==> config.mk <==
export PLATFORM = sky130hd
export DESIGN_NAME = piso_serializer_flat
export DESIGN_NICKNAME = d
export VERILOG_FILES = /design/src/rtl/piso_serializer_if.sv /design/src/rtl/piso_serializer.sv /design/src/flat_wrapper.sv
export SDC_FILE = /design/constraint.sdc
export NUM_CORES = 1
export LEC_CHECK = 0
export ABC_AREA = 1
export CAP_MARGIN = 5
export CORE_MARGIN = 5
export CORE_UTILIZATION = 50
export DETAILED_ROUTE_END_ITERATION = 10
export PLACE_DENSITY = 0.74
export SYNTH_ARGS = -nofsm -noshare
export SYNTH_HDL_FRONTEND = slang
export SYNTH_SLANG_ARGS = --single-unit
==> constraint.sdc <==
create_clock -name clock -period 2.77 [get_ports clock]
set_input_delay 0.554 -clock clock [delete_from_list [all_inputs] [get_ports clock]]
set_output_delay 0.554 -clock clock [all_outputs]
set_load 0.02 [all_outputs]
==> src/rtl/piso_serializer_if.sv <==
// Handshake and serial-stream bundle for the parallel-in/serial-out stage.
// The master side sources words and shift_en; the slave side is the serializer.
interface piso_serializer_if #(
    parameter int unsigned WIDTH = 8
);
    logic [WIDTH-1:0] in_data;
    logic             in_valid;
    logic             in_ready;
    logic             shift_en;
    logic             ser_out;
    logic             ser_valid;
    logic             word_done;
    logic             busy;

    modport master (
        output in_data, in_valid, shift_en,
        input  in_ready, ser_out, ser_valid, word_done, busy
    );

    modport slave (
        input  in_data, in_valid, shift_en,
        output in_ready, ser_out, ser_valid, word_done, busy
    );
endinterface

==> src/rtl/piso_serializer.sv <==
// Parallel-in/serial-out stage with a one-word holding register, stall input,
// selectable bit order and a fixed idle line level between words.
module piso_serializer #(
    parameter int unsigned WIDTH     = 8,
    parameter bit          MSB_FIRST = 1'b1,
    parameter logic        IDLE_BIT  = 1'b0
) (
    input logic              clock,
    input logic              rst,
    piso_serializer_if.slave sif
);
    localparam int unsigned     CW   = (WIDTH > 1) ? $clog2(WIDTH) : 1;
    localparam logic [CW-1:0]   LAST = CW'(WIDTH - 1);

    typedef enum logic {
        IDLE,
        SHIFT
    } state_t;

    state_t           state, state_d;
    logic [WIDTH-1:0] shreg, shreg_d;
    logic [WIDTH-1:0] hold_reg, hold_d;
    logic             hold_full, hold_full_d;
    logic [CW-1:0]    cnt, cnt_d;
    logic             word_done_q, word_done_d;

    logic             accept;
    logic             last_bit;
    logic             cur_bit;
    logic [WIDTH-1:0] shifted;

    // The bit on the line is always the shifter's leading end; consuming a bit
    // moves the next one into that position.
    assign cur_bit = MSB_FIRST ? shreg[WIDTH-1] : shreg[0];
    assign shifted = MSB_FIRST ? {shreg[WIDTH-2:0], 1'b0} : {1'b0, shreg[WIDTH-1:1]};

    assign accept   = sif.in_valid && !hold_full;
    assign last_bit = (state == SHIFT) && sif.shift_en && (cnt == LAST);

    always_ff @(posedge clock) begin
        if (rst) begin
            state       <= IDLE;
            shreg       <= '0;
            hold_reg    <= '0;
            hold_full   <= 1'b0;
            cnt         <= '0;
            word_done_q <= 1'b0;
        end else begin
            state       <= state_d;
            shreg       <= shreg_d;
            hold_reg    <= hold_d;
            hold_full   <= hold_full_d;
            cnt         <= cnt_d;
            word_done_q <= word_done_d;
        end
    end

    always_comb begin
        state_d     = state;
        shreg_d     = shreg;
        hold_d      = hold_reg;
        hold_full_d = hold_full;
        cnt_d       = cnt;
        word_done_d = 1'b0;

        case (state)
            IDLE: begin
                if (accept) begin
                    shreg_d = sif.in_data;
                    cnt_d   = '0;
                    state_d = SHIFT;
                end
            end
            SHIFT: begin
                if (sif.shift_en) begin
                    if (cnt == LAST) begin
                        word_done_d = 1'b1;
                        cnt_d       = '0;
                        if (hold_full) begin
                            shreg_d     = hold_reg;
                            hold_full_d = 1'b0;
                        end else if (accept) begin
                            shreg_d = sif.in_data;
                        end else begin
                            state_d = IDLE;
                        end
                    end else begin
                        shreg_d = shifted;
                        cnt_d   = cnt + 1'b1;
                    end
                end
                // A word arriving on the last-bit edge bypasses the holding register.
                if (accept && !last_bit) begin
                    hold_d      = sif.in_data;
                    hold_full_d = 1'b1;
                end
            end
            default: state_d = IDLE;
        endcase
    end

    assign sif.in_ready  = !hold_full;
    assign sif.ser_valid = (state == SHIFT);
    assign sif.ser_out   = (state == SHIFT) ? cur_bit : IDLE_BIT;
    assign sif.word_done = word_done_q;
    assign sif.busy      = (state == SHIFT) || hold_full;
endmodule

==> src/flat_wrapper.sv <==
// flat-port wrapper written by rule: the top's interface ports become plain ports
module piso_serializer_flat 
#(
    parameter int unsigned WIDTH     = 8,
    parameter bit          MSB_FIRST = 1'b1,
    parameter logic        IDLE_BIT  = 1'b0
)
  (clock, rst, sif_in_data, sif_in_valid, sif_shift_en, sif_in_ready, sif_ser_out, sif_ser_valid, sif_word_done, sif_busy);
  piso_serializer_if #(.WIDTH(WIDTH)) sif_i ();
  input logic clock;
  input logic rst;
  input wire logic [$bits(sif_i.in_data)-1:0] sif_in_data;
  input wire logic [$bits(sif_i.in_valid)-1:0] sif_in_valid;
  input wire logic [$bits(sif_i.shift_en)-1:0] sif_shift_en;
  output wire logic [$bits(sif_i.in_ready)-1:0] sif_in_ready;
  output wire logic [$bits(sif_i.ser_out)-1:0] sif_ser_out;
  output wire logic [$bits(sif_i.ser_valid)-1:0] sif_ser_valid;
  output wire logic [$bits(sif_i.word_done)-1:0] sif_word_done;
  output wire logic [$bits(sif_i.busy)-1:0] sif_busy;
  assign sif_i.in_data = sif_in_data;
  assign sif_i.in_valid = sif_in_valid;
  assign sif_i.shift_en = sif_shift_en;
  assign sif_in_ready = sif_i.in_ready;
  assign sif_ser_out = sif_i.ser_out;
  assign sif_ser_valid = sif_i.ser_valid;
  assign sif_word_done = sif_i.word_done;
  assign sif_busy = sif_i.busy;
  piso_serializer #(.WIDTH(WIDTH), .MSB_FIRST(MSB_FIRST), .IDLE_BIT(IDLE_BIT)) u_core (.clock(clock), .rst(rst), .sif(sif_i));
endmodule
# [After elaboration in Yosys (flattened, before gate mapping)]
# Cells that the tools add are included.
[classes] reduce_logical=13 add_sub_neg=1 mux=19 n_eq_ne=3 bitwise_logic=2
[op_table] cell="8-bit two-way mux" count=4
[op_table] cell="8-bit one-hot mux with 2 select lines" count=1
[op_table] cell="1-bit two-way mux" count=9
[op_table] cell="3-bit two-way mux" count=3
[op_table] cell="3-bit one-hot mux with 2 select lines" count=1
[op_table] cell="1-bit logical AND" count=4
[op_table] cell="2-bit AND reduction" count=2
[op_table] cell="2-bit nonzero test" count=2
[op_table] cell="3-bit by 1-bit adder with 3-bit output, second input constant" count=1
[op_table] cell="3-bit == test, second input constant" count=1
[op_table] cell="3-bit AND reduction" count=1
[op_table] cell="3-bit OR reduction" count=1
[op_table] cell="1-bit zero test" count=2
[op_table] cell="2-bit by 1-bit inequality test with 1-bit output, second input constant" count=1
[op_table] cell="2-bit inequality test, second input constant" count=1
[op_table] cell="1-bit inverter" count=2
[op_table] cell="1-bit one-hot mux with 2 select lines" count=1
[op_table] cell="1-bit logical OR" count=1
[word_totals] word_cells=44 out_inout_bits=5 input_bits=12 register_bits=22

# [Depth between registers and ports, before layout]
[depth] ltp_word=7 depth_mapped=9 mapped_depth_nobuf=9

# [Least setup slack after synthesis]
# No wires, ideal clock.
[synth_timing] path_kind="reg-to-output" startpoint="reg u_core.state (netlist: u_core.sif.ser_valid)" endpoint="out sif_ser_out" slack_ns=1.272 path_stages_with_launch=4 t_arrival_ns=0.944 t_required_ns=2.216 cell_sequence="dfxtp_1 buf_2 nand2_1 inv_1"
[synth_between] elab_chain_cells=1
[synth_rtl] item="start: declaration" line_no="piso_serializer.sv:20" rtl="state_t state, state_d;"
[synth_rtl] item="start signal: assignment" line_no="piso_serializer.sv:49" rtl="state <= state_d;"
[synth_rtl] item="1-bit two-way mux" line_no="piso_serializer.sv:104" rtl="assign sif.ser_out = (state == SHIFT) ? cur_bit : IDLE_BIT;"
[synth_rtl] item="end: declaration" line_no="flat_wrapper.sv:16" rtl="output wire logic [$bits(sif_i.ser_out)-1:0] sif_ser_out;"
# No other way between the ends.

# [Final worst setup path]
[layout_timing] startpoint="reg u_core.hold_full" endpoint="out sif_busy"
[layout_between] elab_chain_cells=1
[layout_rtl] item="start: declaration" line_no="piso_serializer.sv:23" rtl="logic hold_full, hold_full_d;"
[layout_rtl] item="start signal: assignment" line_no="piso_serializer.sv:52" rtl="hold_full <= hold_full_d;"
[layout_rtl] item="1-bit logical OR" line_no="piso_serializer.sv:106" rtl="assign sif.busy = (state == SHIFT) || hold_full;"
[layout_rtl] item="end: declaration" line_no="flat_wrapper.sv:19" rtl="output wire logic [$bits(sif_i.busy)-1:0] sif_busy;"
# No other way between the ends.

==> flow_metrics.tcl <==
set metrics [dict create \
    hold_path_class "reg -> reg" \
    postSynthNetCount 223 \
    clkSlewWorstSetupHoldPaths_ps 120 \
    initial_core_util 0.519 \
    reg2reg_slack_ps 1090 \
    regArea_um2 440 \
    slew_viol_final 0 \
    rows 18 \
    routabilityCongestion 0.846 \
    finalClockSkew_ps 7.29 \
    finalCritPeriodShare 0.815 \
    die_w_um 60.5 \
    nFillCells 256 \
    finish.instance_area_um2 1500 \
    route.detailed.drc 0 \
    path_class "reg -> out" \
    min_to "u_core.hold_reg[5]$_SDFFE_PP0P_" \
    start_kind "register" \
    viasPerCell 5.20 \
    gr-total-overflow 0 \
    r2r_start "u_core.cnt[0]$_SDFFE_PP0P_" \
    yosysSeqAreaShare 0.345 \
    p_leak_nw 0.755 \
    nets 239 \
    io_pins 17 \
    synthXorXnorAreaFrac 0 \
    total_power_mw 0.731 \
    reg2reg_depth 6 \
    min_period_ps 2260 \
    synth_top_family_by_area "simple AND/OR/NAND/NOR gates" \
    wl_per_cell_um 11.5 \
    drive_gt1_frac 0.0670 \
    muxShareOfSynthArea 0 \
    r2r-end "u_core.hold_reg[6]$_SDFFE_PP0P_" \
    synth_area_um2 1270 \
    grt_pass1_vias 1263 \
    cts_hold_buffers 0 \
    place_area_um2 1440 \
    synth_seq_cells 22 \
    slew_headroom 0.699 \
    coreArea_um2 2450 \
    hold_viol_final 0 \
    cp.arrival_ps 1700 \
    grt_max_degree 29 \
    drt_iter0_markers 33 \
    antenna_found_initial 0 \
    cts_tree "done" \
    syn_to_final_growth_pct 17.4 \
    worstPathMaxFanout 28 \
    n_antenna_cell 0 \
    synth_compound_area_frac 0.0991 \
    clk-insertion-delay-late_ps 310 \
    cts_num_sinks 22 \
    cts_resized 0 \
    status "finished clean" \
    rsz0062_at_grt "false" \
    dp_slack_ps 565 \
    grt_pass1_wl_um 5310 \
    cap_violations 0 \
    hold_depth 2 \
    p_per_area_nw_per_um2 488 \
    num_vias 1322 \
    cts_buffers 3 \
    hpwl_um 2170 \
    yosys.area_share.adder 0.0196 \
    cts_setup_buffers 0 \
    worst_setup_path_end_kind "output pin" \
    ys.warnings.count 0 \
    layout_setup_ws_ps 512 \
    portBuffers 16 \
    die_h_um 60.5 \
    grt_usage 0.190 \
    max_freq_mhz 443 \
    yosys.area_share.simple 0.413 \
    worstMarginPinSlew_ps 450 \
    drtPass1Iterations 4 \
    avgSynthCellArea_um2 6.10 \
    crit_required_ps 2220 \
    peakVddDrop_mv 0.301 \
    die_area_um2 3660 \
    clockRootBuffer "clkbuf_4" \
    finalSetupViolCount 0 \
    clock_path_buffers 2 \
    cts_max_level 1 \
    multi_input_area_um2 678 \
    hold_start "u_core.hold_reg[5]$_SDFFE_PP0P_" \
    utilization 0.610 \
    synth_cell_types 19 \
    syn_inst 209 \
    fin_setup_tns_ps 0 \
    routed_wl_um 2930 \
    postRouteAntennaNets 0 \
]
cells in the final DEF, fill, tap and decap left out:
master,count
nand2_1,62
nor2_1,34
dfxtp_1,22
inv_1,19
nand3_1,16
clkdlybuf4s50_1,16
a21oi_1,12
o21ai_0,8
nand4_1,7
clkinv_1,7
inv_2,4
o21ai_1,3
nand2_2,3
clkbuf_4,3
ha_1,2
buf_4,2
nand4_2,1
nor2_4,1
o2111a_1,1
bufinv_16,1
through the flow:
step,std cells,hold slack [ps]
floorplan,209,424
global placement,250,434
detailed placement,250,440
CTS,254,459
global route,254,479
finish,254,457
report_power, final:
group | leakage, nW | internal, mW | switching [mW]
clock | 0.0279 | 0.146 | 0.103
combinational | 0.547 | 0.0546 | 0.0776
sequential | 0.180 | 0.335 | 0.0143
total | 0.755 | 0.536 | 0.195
final cells by class:
type	instances	area share
Clock buffer	3	0.0151
Clock inverter	1	0.0201
Inverter	30	0.0753
Multi-Input combinational cell	150	0.453
Sequential cell	22	0.294
Tap cell	30	0.0251
Timing Repair Buffer	18	0.117
Yosys cell counts (all sizes together):
cell | count | share of area
buf | 6 | 0.031
o2111a | 1 | 0.0088
clkinv | 7 | 0.021
nand3 | 16 | 0.063
nand4 | 8 | 0.044
o21ai | 11 | 0.043
inv | 23 | 0.068
nand2 | 65 | 0.20
a21oi | 12 | 0.047
dfxtp | 22 | 0.35
clkbuf | 1 | 0.0029
ha | 2 | 0.020
nor2 | 35 | 0.11
metal layers:
metal / part of all wire / wire (µm) / up-vias / track usage
li1: - / - / 684 / -
met1: 0.45 / 1330 / 606 / 0.235
met2: 0.49 / 1430 / 26 / 0.327
met3: 0.042 / 124 / 6 / 0.0340
met4: 0.018 / 54 / 0 / 0.0774
met5: 0 / 0 / - / 0
critical path, cell delays in order (launching register included):
cell             delay, ps
dfxtp_1                350
inv_2                  340
nand2_1                140
clkdlybuf4s50_1        570
kinds of logic (layout without fill, tap and decap cells):
| family | Yosys count | in the layout |
|---|---|---|
| simple gates | 124 | 124 |
| fa+ha+maj | 2 | 2 |
| compound gates | 24 | 24 |
| flops | 22 | 22 |
| buf+inv | 37 | 52 |
how the worst max path moves through the flow:
stage / from / to / slack, ps / cells past startpoint
final: u_core.hold_full$_SDFFE_PP0P_ / sif_busy / 510 / 3
after global routing: u_core.hold_full$_SDFFE_PP0P_ / sif_busy / 400 / 3
after CTS: u_core.hold_full$_SDFFE_PP0P_ / sif_busy / 500 / 3
after detailed placement: sif_shift_en / u_core.hold_reg[6]$_SDFFE_PP0P_ / 560 / 5
after global placement: sif_shift_en / u_core.hold_reg[7]$_SDFFE_PP0P_ / 610 / 5
after floorplan: u_core.sif.ser_valid$_SDFF_PP0_ / sif_ser_out / 1270 / 3
Note: power is estimated with default switching activity, not from simulation.
